===== src/rtl/ball_motion_pkg.sv =====
// Shared types and constants for the ball motion block: pixel/field widths,
// playfield geometry, direction encoding and the ball FSM state enum.
package ball_motion_pkg;

  localparam int PIXELX_BITS    = 10;
  localparam int PIXELY_BITS    = 9;
  localparam int PLAT_HF_BITS   = 6;
  localparam int STEP_BITS      = 3;
  localparam int BALL_SIZE_BITS = 4;

  localparam int SCREEN_W_DEF   = 640;
  localparam int SCREEN_H_DEF   = 480;
  localparam int WALL_THICKNESS = 16;

  // Extended widths keep every compare free of wrap-around.
  localparam int XE = PIXELX_BITS + 1;
  localparam int YE = PIXELY_BITS + 1;

  localparam logic DIR_POS = 1'b1;
  localparam logic DIR_NEG = 1'b0;

  typedef enum logic [1:0] {
    ST_HELD     = 2'd0,
    ST_FLY_IDLE = 2'd1,
    ST_FLY_STEP = 2'd2,
    ST_DEAD     = 2'd3
  } ball_state_e;

  function automatic logic [XE-1:0] abs_diff_x(input logic [PIXELX_BITS-1:0] a,
                                               input logic [PIXELX_BITS-1:0] b);
    return (a >= b) ? {1'b0, a - b} : {1'b0, b - a};
  endfunction

endpackage


===== src/rtl/ball_motion_edge_check.sv =====
// Combinational wall / platform / bottom tests on a candidate ball position.
module ball_edge_check
  import ball_motion_pkg::*;
#(
  parameter int SCREEN_W = SCREEN_W_DEF,
  parameter int SCREEN_H = SCREEN_H_DEF,
  parameter int WALL_T   = WALL_THICKNESS
) (
  input  logic [PIXELX_BITS-1:0]    x_i,
  input  logic [PIXELY_BITS-1:0]    y_i,
  input  logic [BALL_SIZE_BITS-1:0] size_i,
  input  logic [PIXELX_BITS-1:0]    plat_x_i,
  input  logic [PIXELY_BITS-1:0]    plat_y_i,
  input  logic [PLAT_HF_BITS-1:0]   plat_size_i,
  output logic                      left_o,
  output logic                      right_o,
  output logic                      top_o,
  output logic                      plat_o,
  output logic                      bottom_o
);

  localparam logic [XE-1:0] X_WALL  = XE'(WALL_T);
  localparam logic [XE-1:0] X_RIGHT = XE'(SCREEN_W - WALL_T - 1);
  localparam logic [YE-1:0] Y_WALL  = YE'(WALL_T);
  localparam logic [YE-1:0] Y_BOT   = YE'(SCREEN_H);

  logic [XE-1:0] x_e;
  logic [XE-1:0] xs_e;
  logic [YE-1:0] y_e;
  logic [YE-1:0] ys_e;

  assign x_e  = XE'(x_i);
  assign xs_e = XE'(size_i);
  assign y_e  = YE'(y_i);
  assign ys_e = YE'(size_i);

  // Subtractions are rearranged as additions on the other side so nothing underflows.
  assign left_o   = x_e <= X_WALL + xs_e;
  assign right_o  = x_e + xs_e >= X_RIGHT;
  assign top_o    = y_e <= Y_WALL + ys_e;
  assign bottom_o = y_e >= Y_BOT + ys_e;
  assign plat_o   = (y_e + ys_e + YE'(1) == YE'(plat_y_i)) &&
                    (abs_diff_x(x_i, plat_x_i) <= XE'(plat_size_i));

endmodule


===== src/rtl/ball_motion.sv =====
// Ball position/direction owner: steps the ball speedstep pixels per frame tick,
// reflects off walls, platform and brick flips, holds on grab, flags life loss.
module ball_motion
  import ball_motion_pkg::*;
#(
  parameter int SCREEN_W = SCREEN_W_DEF,
  parameter int SCREEN_H = SCREEN_H_DEF,
  parameter int WALL_T   = WALL_THICKNESS,
  parameter int HOLD_OFS = 0
) (
  input  logic                      clk,
  input  logic                      rst_n,
  input  logic                      i_game_start,
  input  logic                      i_cal_frame,
  input  logic                      i_launch,
  input  logic                      i_grab,
  input  logic [PIXELX_BITS-1:0]    i_platX,
  input  logic [PIXELY_BITS-1:0]    i_platY,
  input  logic [PLAT_HF_BITS-1:0]   i_plat_size,
  input  logic [STEP_BITS-1:0]      i_speedstep,
  input  logic [BALL_SIZE_BITS-1:0] i_ball_size,
  input  logic                      i_flip_x,
  input  logic                      i_flip_y,
  output logic [PIXELX_BITS-1:0]    o_ballX,
  output logic [PIXELY_BITS-1:0]    o_ballY,
  output logic                      o_busy,
  output logic                      o_frame_done,
  output logic                      o_life_lost,
  output logic [1:0]                o_state
);

  localparam logic [PIXELX_BITS-1:0] X_RST   = PIXELX_BITS'(SCREEN_W / 2);
  localparam logic [PIXELY_BITS-1:0] Y_RST   = PIXELY_BITS'(SCREEN_H - 40 - 6);
  localparam logic signed [XE-1:0]   OFS_RST = XE'(HOLD_OFS);

  ball_state_e             state_q;
  logic [PIXELX_BITS-1:0]  x_q;
  logic [PIXELY_BITS-1:0]  y_q;
  logic                    dx_q, dy_q, fx_q, fy_q;
  logic signed [XE-1:0]    ofs_q;
  logic [STEP_BITS-1:0]    cnt_q, spd_q;
  logic                    busy_q, done_q, lost_q;

  logic                    dx_eff, dy_eff, ndx, ndy;
  logic [PIXELX_BITS-1:0]  step_x, held_x;
  logic [PIXELY_BITS-1:0]  step_y, held_y;
  logic signed [XE-1:0]    held_sum, grab_ofs;
  logic                    hit_left, hit_right, hit_top, plat_zone, hit_bottom;
  logic                    plat_hit, last_step;

  ball_edge_check #(
    .SCREEN_W (SCREEN_W),
    .SCREEN_H (SCREEN_H),
    .WALL_T   (WALL_T)
  ) u_edge (
    .x_i         (step_x),
    .y_i         (step_y),
    .size_i      (i_ball_size),
    .plat_x_i    (i_platX),
    .plat_y_i    (i_platY),
    .plat_size_i (i_plat_size),
    .left_o      (hit_left),
    .right_o     (hit_right),
    .top_o       (hit_top),
    .plat_o      (plat_zone),
    .bottom_o    (hit_bottom)
  );

  // A pending flip reverses the direction before the move; a wall hit then overrides it.
  always_comb begin
    dx_eff    = dx_q ^ fx_q;
    dy_eff    = dy_q ^ fy_q;
    step_x    = dx_eff ? x_q + PIXELX_BITS'(1) : x_q - PIXELX_BITS'(1);
    step_y    = dy_eff ? y_q + PIXELY_BITS'(1) : y_q - PIXELY_BITS'(1);
    ndx       = dx_eff;
    if (hit_left)  ndx = DIR_POS;
    if (hit_right) ndx = DIR_NEG;
    ndy       = dy_eff;
    if (hit_top)   ndy = DIR_POS;
    plat_hit  = (ndy == DIR_POS) && plat_zone;
    if (plat_hit)  ndy = DIR_NEG;
    held_sum  = $signed({1'b0, i_platX}) + ofs_q;
    held_x    = held_sum[PIXELX_BITS-1:0];
    held_y    = i_platY - PIXELY_BITS'(i_ball_size) - PIXELY_BITS'(1);
    grab_ofs  = $signed({1'b0, step_x}) - $signed({1'b0, i_platX});
    last_step = ({1'b0, cnt_q} + (STEP_BITS+1)'(1)) >= {1'b0, spd_q};
  end

  always_ff @(posedge clk or negedge rst_n) begin
    if (!rst_n) begin
      state_q <= ST_HELD;
      x_q     <= X_RST;
      y_q     <= Y_RST;
      dx_q    <= DIR_POS;
      dy_q    <= DIR_NEG;
      fx_q    <= 1'b0;
      fy_q    <= 1'b0;
      ofs_q   <= OFS_RST;
      cnt_q   <= '0;
      spd_q   <= '0;
      busy_q  <= 1'b0;
      done_q  <= 1'b0;
      lost_q  <= 1'b0;
    end else begin
      done_q <= 1'b0;
      lost_q <= 1'b0;
      if (i_game_start) begin
        state_q <= ST_HELD;
        ofs_q   <= OFS_RST;
        dx_q    <= DIR_POS;
        dy_q    <= DIR_NEG;
        fx_q    <= 1'b0;
        fy_q    <= 1'b0;
        cnt_q   <= '0;
        busy_q  <= 1'b0;
      end else begin
        case (state_q)
          ST_HELD: begin
            if (i_cal_frame) begin
              x_q <= held_x;
              y_q <= held_y;
            end
            if (i_launch) state_q <= ST_FLY_IDLE;
          end
          ST_FLY_IDLE: begin
            fx_q <= fx_q | i_flip_x;
            fy_q <= fy_q | i_flip_y;
            if (i_cal_frame) begin
              state_q <= ST_FLY_STEP;
              spd_q   <= i_speedstep;
              cnt_q   <= '0;
              busy_q  <= 1'b1;
            end
          end
          ST_FLY_STEP: begin
            x_q   <= step_x;
            y_q   <= step_y;
            dx_q  <= ndx;
            dy_q  <= ndy;
            // Pending flips were consumed by this step; a flip arriving now waits for the next.
            fx_q  <= i_flip_x;
            fy_q  <= i_flip_y;
            cnt_q <= cnt_q + STEP_BITS'(1);
            if (plat_hit && i_grab) begin
              ofs_q   <= grab_ofs;
              state_q <= ST_HELD;
              busy_q  <= 1'b0;
              done_q  <= 1'b1;
            end else if (hit_bottom) begin
              state_q <= ST_DEAD;
              lost_q  <= 1'b1;
              busy_q  <= 1'b0;
              done_q  <= 1'b1;
            end else if (last_step) begin
              state_q <= ST_FLY_IDLE;
              busy_q  <= 1'b0;
              done_q  <= 1'b1;
            end
          end
          default: ;
        endcase
      end
    end
  end

  assign o_ballX      = x_q;
  assign o_ballY      = y_q;
  assign o_busy       = busy_q;
  assign o_frame_done = done_q;
  assign o_life_lost  = lost_q;
  assign o_state      = state_q;

endmodule

===== config.mk =====
export PLATFORM = sky130hd
export DESIGN_NAME = ball_motion
export DESIGN_NICKNAME = d
export VERILOG_FILES = /design/src/rtl/ball_motion_pkg.sv /design/src/rtl/ball_motion_edge_check.sv /design/src/rtl/ball_motion.sv
export SDC_FILE = /design/constraint.sdc
export NUM_CORES = 1
export LEC_CHECK = 0
export CELL_PAD_IN_SITES_DETAIL_PLACEMENT = 0
export CELL_PAD_IN_SITES_GLOBAL_PLACEMENT = 1
export CORE_ASPECT_RATIO = 0.8
export CORE_UTILIZATION = 50
export CTS_CLUSTER_DIAMETER = 60
export DETAILED_ROUTE_END_ITERATION = 8
export DONT_BUFFER_PORTS = 1
export PLACE_DENSITY = 0.94
export RECOVER_POWER = 50
export SLEW_MARGIN = 10
export SYNTH_ARGS = -nofsm -noshare
export SYNTH_HDL_FRONTEND = slang
export SYNTH_SLANG_ARGS = --single-unit

===== constraint.sdc =====
create_clock -name clk -period 7.1 [get_ports clk]
set_input_delay 0.355 -clock clk [delete_from_list [all_inputs] [get_ports clk]]
set_output_delay 0.355 -clock clk [all_outputs]
set_load 0.005 [all_outputs]

==> flow_metrics.env <==
export IMPL_dr_total_vias=4796
export IMPL_drt_antenna_violating_nets=0
export IMPL_critPathCaptureType="register"
export IMPL_fillCellCount=966
export IMPL_cts_root_to_sink_buffers=2
export IMPL_crit_slowest_cell="dfstp_2"
export IMPL_drv_cap=1
export IMPL_largest_delay_contributor_family_on_the_critical_path="compound AO/OA/AOI/OAI gates"
export IMPL_start_util=0.5243
export IMPL_synth_most_common_cell="ha_1"
export IMPL_period_needed_ns=6.332
export IMPL_grt_first_pass_wirelength_um=23090
export IMPL_post_route_period_util=0.8919
export IMPL_crit_chain="xor2_2, xnor2_1, ha_1, nand2b_1, o22a_1, xor2_1, inv_1, ha_1, a21o_1, a21o_1, o2111a_2, a21oi_4, mux2i_1, xor2_1, ha_1, a21o_1, a21oi_1, a21o_1, nand4_1, a2111oi_0, nor4b_2, a21oi_1, o2bb2a_1"
export IMPL_netlist_top_cells_area="ha_1 (17%), dfrtp_1 (16%), xnor2_1 (5.9%)"
export IMPL_syn_area_per_cell_um2=8.370
export IMPL_ioPinCount=64
export IMPL_achievable_frequency_ghz=0.1579
export IMPL_hold_violations=0
export IMPL_cts_sinks=44
export IMPL_worst_setup_path_start_kind="register"
export IMPL_syn_num_nets=777
export IMPL_sequential_share_of_the_synthesized_area=0.2020
export IMPL_grt_max_degree=47
export IMPL_synth_warnings=0
export IMPL_grt_use_total=0.2592
export IMPL_timing_critical_path_required_ns=7.29
export IMPL_synth_top_cell_by_area="ha_1"
export IMPL_number_of_levels_the_h_tree_was_split_into=2
export IMPL_clk_insertion_delay_late_ns=0.31
export IMPL_grt_setup_unrepaired="no"
export IMPL_syn_area_um2=5499
export IMPL_cts_made_buffers=5
export IMPL_hold_class="input pin to register"
export IMPL_remaining_drc_errors=0
export IMPL_tightest_slew_ns=2.482
export IMPL_floorplan_rows=33
export IMPL_synth_edf_count=0
export IMPL_gp_congestion=0.9186
export IMPL_viasPerCell=6.079
export IMPL_grt_pass1_vias=4531
export IMPL_r2r_setup_slack_ns=0.77
export IMPL_synth_cell_type_count=78
export IMPL_path_max_fanout=11
export IMPL_wire_per_inst_um=18.10
export IMPL_post_synth_most_frequent_cells="ha_1 (73), inv_1 (59), a21oi_1 (53)"
export IMPL_die_height_um=95.80
export IMPL_final_nets=768
export IMPL_classification_of_the_worst_setup_path="register to register"
export IMPL_setup_viol=0
export IMPL_grt_overflow=0
export IMPL_slew_headroom=-0.6549
export IMPL_number_of_antenna_violations_at_the_first_check_in_global_routing=1
export IMPL_outcome="finished with violations"
export IMPL_antennaDiodeCount=0
export IMPL_timing_clock_skew_ns=0.009638
export IMPL_placement_io_buffers=0
export IMPL_clock_tree_from_tritoncts="done"
export IMPL_netlist_instances=657
export IMPL_coreArea_um2=10490
export IMPL_finalSetupTns_ns=0
export IMPL_area_delta_synth_final_pct=5.734
export IMPL_route_final_wire_length_um=14280
export IMPL_async_set_or_reset_register_ratio_after_synthesis=1.000
export IMPL_die_width_um=119.3
export IMPL_detailed_router_s_first_iteration_violation_count=353
export IMPL_synth_seq_cells=44
export IMPL_die_area_um2=11420
export IMPL_dp_final_hpwl_um=11080
export IMPL_arrival_worst_endpoint_ns=6.52
export IMPL_ctsRootBufferMaster="clkbuf_16"
export IMPL_slowest_delay_ns=0.55
export IMPL_synth_flop_cell="dfrtp_1"
export IMPL_drive_above_1_share=0.07550
export IMPL_violations="max-capacitance violations, max-slew violations"
export IMPL_crit_buf_inv=1
export IMPL_finalMaxSlewViolations=45
export IMPL_critical_path_top_cell_by_count="a21o_1"
export IMPL_count_of_tritonroute_iterations_in_the_first_routing_pass=5
export IMPL_path_clk_slew_ns=0.07
export IMPL_synthDominantCellAreaShare=0.1661
## layer usage
metal  share of wire  vias to the layer above  global-route usage
met4           0.017                        2             0.06118
li1                -                     2328                   -
met2            0.43                      152              0.3983
met5          0.0011                        -                   0
met1            0.48                     2287              0.3654
met3           0.071                       27             0.06220
## cell usage in the layout (no fill, tap or decap), types with 7 or more instances in the layout
master	n
a21o_1	15
a21oi_1	53
a31oi_1	10
dfrtp_1	36
dfstp_2	8
fa_1	7
ha_1	73
inv_1	59
mux2_4	7
mux2i_1	11
nand2_1	34
nand2b_1	13
nand3_1	8
nand4_1	7
nor2_1	51
nor2b_1	13
nor3_1	13
o21a_1	16
o21ai_0	43
o21bai_1	7
xnor2_1	37
xor2_1	18
## final timing paths
| kind | startpoint | end | depth (start not counted) |
|---|---|---|---|
| setup / recovery | dx_q | o_state[0] | 23 |
| hold / removal | i_game_start | fx_q | 1 |
| setup reg to reg | dx_q | o_state[0] | 23 |
| hold reg to reg | o_ballY[7] | o_ballY[7] | 2 |
| max in group asynchronous | rst_n | o_ballY[2] | 2 |
| min in group asynchronous | rst_n | ofs_q[4] | 2 |
## logic make-up after synthesis
| logic type | after synthesis | synth area share |
|---|---|---|
| AO/OA/AOI/OAI | 196 | 0.2353 |
| adder cells (fa/ha/maj) | 80 | 0.1916 |
| AND/OR/NAND/NOR | 174 | 0.1670 |
| multiplexers | 23 | 0.04937 |
| flip-flops | 44 | 0.2020 |
| buffers and inverters | 82 | 0.05847 |
| XOR/XNOR | 58 | 0.09625 |
## cell type report
class,instances,area (um^2),area share
Sequential cell,44,1111,0.1911
Inverter,59,221.5,0.03809
Clock buffer,6,138.9,0.02389
Multi-Input combinational cell,531,4078,0.7013
Tap cell,140,175.2,0.03013
Timing Repair Buffer,7,51.30,0.008823
Clock inverter,2,38.79,0.006671
## per-stage QoR
step,util,hold slack [ns],area (um^2),worst slack (ns),std cells
after floorplan,-,0.05941,5499,1.524,657
after global placement,0.5354,0.06082,5615,0.7928,779
after detailed placement,0.5354,0.06070,5615,0.5014,779
after CTS,0.5560,0.1071,5831,0.5049,789
after global routing,0.5544,0.09817,5814,0.2822,789
final,0.5544,0.1048,5814,0.7678,789
## state kept, by name, indices dropped and copies added (netlist names)
signal,count
dx_q,1
o_ballY,9
o_state,2
o_ballX,10
o_life_lost,1
o_frame_done,1
fy_q,1
ofs_q,10
dy_q,1
cnt_q,3
spd_q,3
fx_q,1
o_busy,1
## what timing repair did
action | CTS | global route
buffers inserted | 0 | 0
hold buffers | 2 | 0
setup endpoints to repair | 0 | 1
endpoints found under the hold margin | 44 | 0
resized for setup | 0 | 1
Power is not shown: default switching activity piles up to over one toggle a cycle in this logic, so the estimate is an artifact.
